### config.mk
export PLATFORM = sky130hd
export DESIGN_NAME = exc_ctrl
export DESIGN_NICKNAME = d
export VERILOG_FILES = /design/src/rtl/exc_ctrl.sv
export SDC_FILE = /design/constraint.sdc
export NUM_CORES = 1
export LEC_CHECK = 0
export BUFFER_PORTS_ARGS = -buffer_cell sky130_fd_sc_hd__clkbuf_2
export CAP_MARGIN = 25
export CELL_PAD_IN_SITES_DETAIL_PLACEMENT = 2
export CELL_PAD_IN_SITES_GLOBAL_PLACEMENT = 2
export CORE_ASPECT_RATIO = 1.25
export CORE_MARGIN = 10
export CORE_UTILIZATION = 20
export CTS_CLUSTER_DIAMETER = 150
export DETAILED_ROUTE_END_ITERATION = 10
export GPL_ROUTABILITY_DRIVEN = 0
export PLACE_DENSITY_LB_ADDON = 0.1
export SYNTH_ARGS = -nofsm -noshare
export SYNTH_HDL_FRONTEND = slang
export SYNTH_SLANG_ARGS = --single-unit
### constraint.sdc
create_clock -name clk -period 3.3 [get_ports clk]
set_input_delay 0.165 -clock clk [delete_from_list [all_inputs] [get_ports clk]]
set_output_delay 0.165 -clock clk [all_outputs]
set_load 0.05 [all_outputs]
### src/rtl/exc_ctrl.sv
// Exception/interrupt redirect controller feeding the PC register and the XP write port.
// Optional statistics counters (illop_cnt, irq_cnt) are built when EXC_STATS_EN is defined.
module exc_ctrl #(
  parameter int IRQ_EDGE    = 1,
  parameter int SYNC_STAGES = 2
`ifdef EXC_STATS_EN
  , parameter int CNT_W     = 16
`endif
) (
  input  logic        clk,
  input  logic        reset,
  input  logic        irq_i,
  input  logic [31:0] pc_cur,
  input  logic        pc_we,
  input  logic        illegal_i,
  output logic        illop,
  output logic        xadr,
  output logic        xp_we,
  output logic [31:0] xp_data,
  output logic        irq_ack,
  output logic [1:0]  exc_cause
`ifdef EXC_STATS_EN
  , output logic [CNT_W-1:0] illop_cnt
  , output logic [CNT_W-1:0] irq_cnt
`endif
);

  // state   | meaning
  // IDLE    | nothing pending, interrupts allowed
  // GUARD   | just returned to user mode, no interrupt pending
  // PEND    | interrupt pending, waiting for a user boundary
  // PEND_GD | interrupt pending, held off until one user instruction commits
  typedef enum logic [1:0] {
    IDLE    = 2'b00,
    GUARD   = 2'b01,
    PEND    = 2'b10,
    PEND_GD = 2'b11
  } state_t;

  state_t                 state_q, state_d;
  logic [SYNC_STAGES-1:0] sync_q;
  logic                   irq_s, irq_d;
  logic                   kernel, kernel_q;
  logic                   pend, guard, ret_user, guard_act, take;
  logic                   pend_nx, guard_nx;

  assign irq_s  = sync_q[SYNC_STAGES-1];
  assign kernel = pc_cur[31];

  always_ff @(posedge clk) begin
    if (reset) begin
      state_q   <= IDLE;
      sync_q    <= '0;
      irq_d     <= 1'b0;
      kernel_q  <= 1'b0;
      irq_ack   <= 1'b0;
      exc_cause <= 2'b00;
    end else begin
      state_q  <= state_d;
      sync_q   <= {sync_q[SYNC_STAGES-2:0], irq_i};
      irq_d    <= irq_s;
      kernel_q <= kernel;
      irq_ack  <= take;
      if (illop)
        exc_cause <= 2'b01;
      else if (take)
        exc_cause <= 2'b10;
    end
  end

  always_comb begin
    pend      = state_q[1];
    guard     = state_q[0];
    ret_user  = kernel_q & ~kernel;
    // The return cycle itself must already block, so the guard acts combinationally.
    guard_act = guard | ret_user;
    take      = pc_we & pend & ~kernel & ~guard_act & ~illegal_i;
    // Level mode: the pend bit tracks what irq_s becomes at this edge.
    if (IRQ_EDGE != 0)
      pend_nx = (irq_s & ~irq_d) | (pend & ~take);
    else
      pend_nx = sync_q[SYNC_STAGES-2];
    guard_nx  = guard_act & ~(pc_we & ~kernel);
    state_d   = state_t'({pend_nx, guard_nx});
  end

  assign illop   = pc_we & illegal_i;
  assign xadr    = take;
  assign xp_we   = illop | xadr;
  assign xp_data = {pc_cur[31], pc_cur[30:0] + 31'd4};

`ifdef EXC_STATS_EN
  always_ff @(posedge clk) begin
    if (reset) begin
      illop_cnt <= '0;
      irq_cnt   <= '0;
    end else begin
      if (illop && (illop_cnt != {CNT_W{1'b1}}))
        illop_cnt <= illop_cnt + 1'b1;
      if (take && (irq_cnt != {CNT_W{1'b1}}))
        irq_cnt <= irq_cnt + 1'b1;
    end
  end
`endif

endmodule

Word-level counts from Yosys, hierarchy flattened
Index checks and enable logic that the tools add are counted.

Logic and storage cells: 31. Output and inout bits: 38. Bits of input ports: 37. Flip-flop bits (word level): 9.

Muxes and demuxes: 2. Add/subtract/negate cells: 1. Reductions and logical operators: 2. Bitwise logic cells: 19.

Operators by type and width (count): adder 31 x 3 -> 31 bit (second input constant) (1); AND 1 bit (10); NOT 1 bit (6); OR 1 bit (3); two-way mux 1 bit (2); nonzero test 2 bit (1); OR reduction 2 bit (1).

Logic depth before layout (Yosys ltp)
Word-level depth: 9. Mapped depth: 5. Gate-level depth less buffers: 5.

Worst setup path before layout
No wires, ideal clock.

Path type: input to output. From: input port pc_cur[2]. To: output port xp_data[28]. Stages: 5. Buffers on the path: 0. Arrival: 1.866 ns. Slack: 1.269 ns. Required time: 3.135 ns. Cell sequence: ha_1 -> nand4_4 -> nor4_4 -> nand4_1 -> xnor2_1.

Word-level cells in the longest chain between the ends: 1.

RTL lines: from (decl) (line 13) `input logic [31:0] pc_cur,`; adder 31 x 3 -> 31 bit (line 90) `assign xp_data = {pc_cur[31], pc_cur[30:0] + 31'd4};`; to (decl) (line 19) `output logic [31:0] xp_data,`.

No other way between the ends.

Worst setup path in the final report
Same ends and word-level chain as after synthesis.

==> impl_metrics.ini <==
[clock_tree]
cts_tree = built
cts-htree-levels = 1
clock-sinks = 9
clockBufferDepth = 2
ctsHoldBuffers = 0
worstSkewPairLatency_ns = 0.23
cts_made_buffers = 3
clk_pin_slew_ns = 0.04
root_buffer = clkbuf_8
post_cts_buffers = 0
post_cts_resized = 0

[power_and_ir_drop]
clkPwrFrac_pct = 28.9
p_sw_w = 0.0001793
irDropWorstVdd_mv = 0.1926
sw_frac_of_total_pct = 42.19
p_leak_nw = 0.6556
internal_power_w = 0.0002456
p_comb_share_pct = 43.9
cellPowerDensity_nw_per_um2 = 319.2
seqPwrFrac_pct = 27.1

[die]
die-height_um = 94.57
ios = 75
fp.coreArea_um2 = 4358
start_util_pct = 20.41
rows = 27
die_w_um = 79.65
dieArea_um2 = 7532

[route]
ant_nets = 0
wl_um = 3661
wire_per_inst_um = 15.32
viasPerCell = 4.418
drt-pass1-iter-count = 3
drc = 0
drtIter0Drc = 13
vias = 1056

[synth]
syn_nets = 149
syn_area_per_cell_um2 = 8.014
synth_edf_count = 0
syn_inst = 111
synth_area_um2 = 889.6
synthFlopType = dfxtp_1
synth.distinct_cells = 25
yosys.area.top_type = dfxtp_1
synth_area_leaders = dfxtp_1, xnor2_1, xor2_1
async_reset_ff_share_pct = 0
synth_seq_cells = 9
synth_seq_area_share_pct = 20.25
synth_top_area_share_pct = 20.25
yosys_warnings = 0

[worst_hold_path]
hold_class = in -> reg
holdPathStages = 2

[timing]
finalHoldViolations = 0
period_needed_ns = 1.969
fmax_ghz = 0.5078
setup_viol = 0
slew_headroom_pct = 69.82
fin_skew_ns = 0.003536
period_share_pct = 59.68
rsz0062_at_grt = false
tightest_slew_ns = 0.4493
finalSetupTns_ns = 0
slew_violations = 0

[critical_path]
cp_common_cell = clkbuf_2
path_cells = clkbuf_2 -> ha_1 -> nand4_4 -> nor4_4 -> nand4_1 -> xnor2_1 -> clkbuf_2
critPathLaunchType = primary input
crit_required_ns = 3.13
worst-setup-path-type = in -> out
r2r_cells = 3
worst_setup_path_end_kind = output pin
arrival_ns = 1.80
critPathMaxStageDelay_ns = 0.44
cp_max_fo = 7
cpMaxStageDelayCell = nor4_4

[cells_and_area]
final_cells = 239
layout_common_cells = clkbuf_2, xnor2_1, nand2_1
area_growth_pct = 49.65
multi_input_comb_area_um2 = 660.6
nFillCells = 527
regArea_um2 = 180.2
drive_gt1_share_pct = 44.20
layout.nets = 220
final_common_cell = clkbuf_2
n_antenna_cell = 0

[grt]
grt-ovfl-total = 0
grt_max_degree = 10
grt_pass1_vias = 1243
antenna_found_initial = 0
grt_pass1_wl_um = 5954
grtUsageTotal_pct = 9.466

[placed_design]
portBuffers = 70
dpl.cell_count = 235
hpwl_um = 3321

[run]
maxCapViolations = 0

[outcome]
status = complete, no violations
cell usage after synthesis (all sizes together) (2+ instances only):
library cell,count
buf,3
xor2,7
nand4,8
nor2,9
nor2b,5
nand3,12
nor3,3
nor4,3
xnor2,20
nand2,11
and4,2
inv,6
and3,6
a21oi,3
dfxtp,9
registers in the layout, indices dropped and copies added, names as in the netlist:
name / cells
exc_cause: 2
irq_ack: 1
irq_d: 1
kernel_q: 1
state_q: 2
sync_q: 2
metal layers:
metal | up-vias | global-route usage, % | part of all wire [%]
li1 | 523 | - | -
met1 | 487 | 10.02 | 40
met2 | 46 | 17.77 | 52
met3 | 0 | 3.042 | 8.3
met4 | 0 | 1.796 | 0
met5 | - | 0 | 0
metrics by stage:
stage / total power (W) / setup slack [ns] / utilization [%] / cell area [um^2] / hold slack (ns)
after floorplan: 0.0002480 / 1.269 / - / 889.6 / 0.2932
final: 0.0004250 / 1.331 / 30.55 / 1331 / 0.1523
after global placement: 0.0003039 / 1.378 / 29.51 / 1286 / 0.3316
after global routing: 0.0004516 / 1.116 / 30.55 / 1331 / 0.1698
after detailed placement: 0.0003072 / 1.294 / 29.51 / 1286 / 0.3316
after CTS: 0.0004348 / 1.286 / 30.55 / 1331 / 0.1532
critical path: cells and delay by family:
| family | cells | cell delay [ns] |
|---|---|---|
| AND/OR/NAND/NOR | 3 | 0.79 |
| adder cells (fa/ha/maj) | 1 | 0.25 |
| XOR/XNOR | 1 | 0.18 |
| buffers and inverters | 2 | 0.42 |
cell type report:
type,instances,share of cell area [%]
clock buffer,4,3.383
sequential,9,13.53
inverter,6,1.692
multi-input combinational,92,49.62
timing repair buffer,70,26.32
tap,58,5.451
power groups by stage:
| stage | combinational (W) | sequential, W | clock, W |
|---|---|---|---|
| finish | 0.000187 | 0.000115 | 0.000123 |
| global route | 0.000200 | 0.000116 | 0.000136 |
| CTS | 0.000191 | 0.000115 | 0.000129 |
| detailed placement | 0.000190 | 0.000117 | 0 |
| global placement | 0.000187 | 0.000117 | 0 |
| floorplan | 0.000128 | 0.000120 | 0 |
cells by family (layout without fill, tap and decap cells):
kind of cell               after synthesis  count (layout)  share of synthesized area, %
xor gates and xnor gates                27              27                         26.58
and+or+nand+nor                         60              60                         43.74
adders and majority gates                1               1                         1.406
AOI/OAI and AO/OA                        4               4                         2.531
DFF                                      9               9                         20.25
buffers and inverters                   10              80                         5.484
worst paths after layout:
kind / startpoint / end / slack [ns]
worst min register to register: sync_q[0]$_SDFF_PP0_ / sync_q[1]$_SDFF_PP0_ / 0.46
worst min-delay path: irq_i / sync_q[0]$_SDFF_PP0_ / 0.15
worst max register to register: kernel_q$_SDFF_PP0_ / exc_cause[1]$_SDFFE_PP0P_ / 2.07
worst max-delay path: pc_cur[2] / xp_data[28] / 1.33
No activity file was read; power rests on OpenSTA's default activity.
